**src/rtl/dmem_arbiter.sv**
```systemverilog
// Two-port round-robin arbiter and sequencer in front of the single-port data memory.
// Optional macro DMEM_ARB_FIXED_PRIO_EN: port 0 always wins a tie and last_owner is not built.
module dmem_arbiter #(
    parameter int unsigned DATA_W = 32,
    parameter int unsigned ADDR_W = 10
) (
    input  logic              clk,
    input  logic              rst,
    input  logic              req0,
    input  logic              we0,
    input  logic [ADDR_W-1:0] addr0,
    input  logic [DATA_W-1:0] wdata0,
    output logic              gnt0,
    output logic              rsp_valid0,
    input  logic              req1,
    input  logic              we1,
    input  logic [ADDR_W-1:0] addr1,
    input  logic [DATA_W-1:0] wdata1,
    output logic              gnt1,
    output logic              rsp_valid1,
    output logic [DATA_W-1:0] rsp_rdata,
    output logic              mem_we,
    output logic [31:0]       mem_a,
    output logic [DATA_W-1:0] mem_wd,
    input  logic [DATA_W-1:0] mem_rd,
    output logic              busy
);

    localparam int unsigned MEM_AW = 32;

    typedef enum logic [1:0] {
        IDLE   = 2'd0,
        ACCESS = 2'd1,
        RESP   = 2'd2
    } state_t;

    state_t state;
    logic   owner;
    logic   any_req_c;
    logic   pick1_c;

`ifdef DMEM_ARB_FIXED_PRIO_EN
    // Port 0 has absolute priority on a tie.
    always_comb begin
        any_req_c = req0 | req1;
        pick1_c   = req1 & ~req0;
    end
`else
    logic last_owner;

    // On a tie the port that did not win last time is chosen.
    always_comb begin
        any_req_c = req0 | req1;
        pick1_c   = req1 & (~req0 | ~last_owner);
    end
`endif

    // Sequencer: the mem_* registers double as the latched request while ACCESS lasts.
    always_ff @(posedge clk or negedge rst) begin
        if (!rst) begin
            state      <= IDLE;
            owner      <= 1'b0;
`ifndef DMEM_ARB_FIXED_PRIO_EN
            last_owner <= 1'b1;
`endif
            gnt0       <= 1'b0;
            gnt1       <= 1'b0;
            rsp_valid0 <= 1'b0;
            rsp_valid1 <= 1'b0;
            rsp_rdata  <= '0;
            mem_we     <= 1'b0;
            mem_a      <= '0;
            mem_wd     <= '0;
            busy       <= 1'b0;
        end else begin
            gnt0       <= 1'b0;
            gnt1       <= 1'b0;
            rsp_valid0 <= 1'b0;
            rsp_valid1 <= 1'b0;
            mem_we     <= 1'b0;
            case (state)
                IDLE: begin
                    if (any_req_c) begin
                        owner      <= pick1_c;
`ifndef DMEM_ARB_FIXED_PRIO_EN
                        last_owner <= pick1_c;
`endif
                        gnt0       <= ~pick1_c;
                        gnt1       <= pick1_c;
                        mem_we     <= pick1_c ? we1 : we0;
                        mem_a      <= pick1_c ? MEM_AW'(addr1) : MEM_AW'(addr0);
                        mem_wd     <= pick1_c ? wdata1 : wdata0;
                        busy       <= 1'b1;
                        state      <= ACCESS;
                    end
                end
                ACCESS: begin
                    // For a write this captures the pre-write word.
                    rsp_rdata  <= mem_rd;
                    rsp_valid0 <= ~owner;
                    rsp_valid1 <= owner;
                    state      <= RESP;
                end
                RESP: begin
                    busy  <= 1'b0;
                    state <= IDLE;
                end
                default: begin
                    busy  <= 1'b0;
                    state <= IDLE;
                end
            endcase
        end
    end

endmodule

```
**config.mk**
```make
export PLATFORM = sky130hd
export DESIGN_NAME = dmem_arbiter
export DESIGN_NICKNAME = d
export VERILOG_FILES = /design/src/rtl/dmem_arbiter.sv
export SDC_FILE = /design/constraint.sdc
export NUM_CORES = 1
export LEC_CHECK = 0
export BUFFER_PORTS_ARGS = -buffer_cell sky130_fd_sc_hd__buf_2
export CORE_AREA = 2 2 93 95
export CTS_CLUSTER_SIZE = 20
export DETAILED_ROUTE_END_ITERATION = 10
export DIE_AREA = 0 0 95 97
export PLACE_DENSITY = 0.9
export SLEW_MARGIN = 10
export SYNTH_ARGS = -nofsm -noshare
export SYNTH_HDL_FRONTEND = slang
export SYNTH_SLANG_ARGS = --single-unit
```
**constraint.sdc**
```tcl
create_clock -name clk -period 2.8 [get_ports clk]
set_clock_uncertainty 0.05 [all_clocks]
set_input_delay 0.56 -clock clk [delete_from_list [all_inputs] [get_ports clk]]
set_output_delay 0.56 -clock clk [all_outputs]
set_load 0.02 [all_outputs]
```
==> impl_metrics.csv <==
group,metric,value,unit
yosys,ys_types,22,
global_routing,grt-ovfl-total,0,
place,gp_congestion,0.833,
yosys,synthCells,329,
timing,finalWorstSetupSlack,910,ps
detailed_routing,drc,0,
timing,worst_pin_slew,516,ps
floorplan,ios,224,
clock_tree,cts_root_buf,"clkbuf_8",
finish,area_growth,32.0,%
power,vdd_ir_drop_max,0.479,mV
global_routing,grt.total_usage,19.2,%
detailed_routing,drtIter0Drc,84,
floorplan,die_h,97,um
clock_tree,cts.repair.resized,0,
clock_tree,holdBufCountCts,0,
timing,min_period,1890,ps
yosys,yosys-top-cells-count,"nand2_1 (96), dfrtp_1 (83), and3_1 (42)",
floorplan,core,8130,um2
timing,fmax,529,MHz
global_routing,grt_max_degree,85,
clock_tree,insertion_delay,350,ps
timing,holdWs,151,ps
timing,relSlewSlack,65.5,%
yosys,ys_warn_count,0,
detailed_routing,via_count,3087,
detailed_routing,firstDrtPassIters,4,
yosys,synth_top_area_share,57.7,%
yosys,synth.most_common_cell,"nand2_1",
clock_tree,cts_buffers,9,
status,status,"finished clean",
finish,fin_util,58.4,%
finish,drive_gt1_share,43.7,%
yosys,syn_area_per_cell,10.9,um2
global_routing,grt_pass1_wl,13800,um
clock_tree,clk_path_buf_depth,2,
power,p_per_area,1210,nW/um2
yosys,async_flop_share,100,%
yosys,seq_area_frac_synth,58.4,%
critical_path,required,3030,ps
floorplan,die_width,95,um
floorplan,rows,33,
place,port_buffers,201,
finish,fill_cells,700,
floorplan,die_area,9220,um2
place,dp_hpwl,6640,um
finish,seqCellArea,2100,um2
finish,final_nets,643,
yosys,synthFlopType,"dfrtp_1",
yosys,synth.area.top_cells,"dfrtp_1 (58%), a221o_1 (11%), nand2_1 (10%)",
detailed_routing,wire_per_inst,14.1,um
worst_hold_path,min_path_type,"in -> async",
yosys,synth_top_area_cell,"dfrtp_1",
timing,post-route-period-util,67.5,%
clock_tree,cts_num_sinks,84,
critical_path,crit_path_start_kind,"flop",
yosys,synth_edf_count,0,
yosys,syn_area,3600,um2
critical_path,end_kind,"flop",
clock_tree,clk_pin_slew_worst_paths,90,ps
place,dp_slack,910,ps
clock_tree,cts.htree.levels,3,
timing,finalHoldViolCount,0,
power,p_leak,0.00279,uW
timing,drv_slew,0,
detailed_routing,via_per_inst,4.89,
clock_tree,tritoncts,"yes",
clock_tree,post_cts_buffers,0,
timing,setup_tns,0,ps
finish,antenna_cells,0,
timing,rsz0062_at_grt,"no",
yosys,yosys_register_bits,84,
critical_path,crit_fanout,43,
critical_path,arrival,2120,ps
floorplan,initial_utilization,44.2,%
critical_path,critPathKind,"reg -> reg",
global_routing,antenna_found_initial,0,
detailed_routing,ant_nets,0,
detailed_routing,routed_wl,8880,um
timing,setup_viol,0,
flow_run,cap_violations,0,
global_routing,first_global_vias,2951,
finish,multi_input_area,1240,um2
final cells by class:
cell class,instances,area share (%)
clock buffer,9,2.61
clock inverter,7,1.55
inverter,3,0.237
multi-input combinational,216,26.1
sequential,84,44.3
tap,105,2.77
timing repair buffer,207,22.4
cell families after synthesis:
kind of cell / share of synthesized area [%]
AO/OA/AOI/OAI: 12.5
buffers and inverters: 9.49
flip-flops: 58.4
multiplexers: 0.904
other: 0.104
AND/OR/NAND/NOR: 18.5
worst paths after layout:
path	to	start	depth (start not counted)	slack, ps
worst max-delay path	mem_wd[20]	state[1]	5	910
worst min-delay path	mem_a[2]	rst	2	150
worst max register to register	mem_wd[20]	state[1]	5	910
worst min register to register	rsp_rdata[23]	rsp_rdata[23]	2	430
max in group asynchronous	mem_wd[5]	rst	2	2180
min in group clk	rsp_rdata[23]	mem_rd[23]	3	350
worst max-delay path, cell delays in order, from the launching register on:
cell and delay [ps]:
dfrtp_1 420, nor2_4 170, buf_4 350, and3_1 210, buf_4 370, a221o_1 230
sequential cells by signal (all words and copies together), names as in the netlist:
register    cells
mem_we          1
owner           1
rsp_rdata      32
last_owner      1
mem_wd         32
state           2
busy            1
rsp_valid0      1
rsp_valid1      1
gnt0            1
mem_a          10
gnt1            1
placed cells by master (no fill, tap or decap):
cell type / instances
a21boi_2: 1
a21o_1: 2
a221o_1: 41
and2_1: 2
and3_1: 42
buf_12: 1
buf_2: 200
buf_4: 6
bufinv_16: 1
clkbuf_8: 9
clkinv_2: 2
clkinv_4: 1
clkinvlp_4: 1
conb_1: 22
dfrtp_1: 83
dfstp_2: 1
inv_1: 2
inv_2: 1
inv_6: 2
mux2_2: 2
mux2i_1: 1
nand2_1: 96
nand2b_1: 2
nor2_1: 2
nor2_4: 1
o21ai_0: 1
o21ai_4: 1
report_power, final:
group,total [uW],switching (uW),leakage (uW),internal [uW]
Sequential,2130,326,0.00104,1810
Clock,855,439,0.000100,417
Combinational,2760,1750,0.00166,1020
stage by stage:
step                      area, um2  total power [uW]  cells
after floorplan                3680              4060    350
after global placement         4550              4830    615
after detailed placement       4550              4950    615
after CTS                      4750              5810    631
after global routing           4750              6170    631
final                          4750              5750    631
per-layer routing:
metal,GRT usage (%),wire length (um),vias to the layer above
li1,-,-,1482
met1,22.6,3570,1427
met2,33.3,4410,171
met3,5.22,814,7
met4,6.47,85,0
met5,0,0,-
No activity file was read; power rests on OpenSTA's default activity.
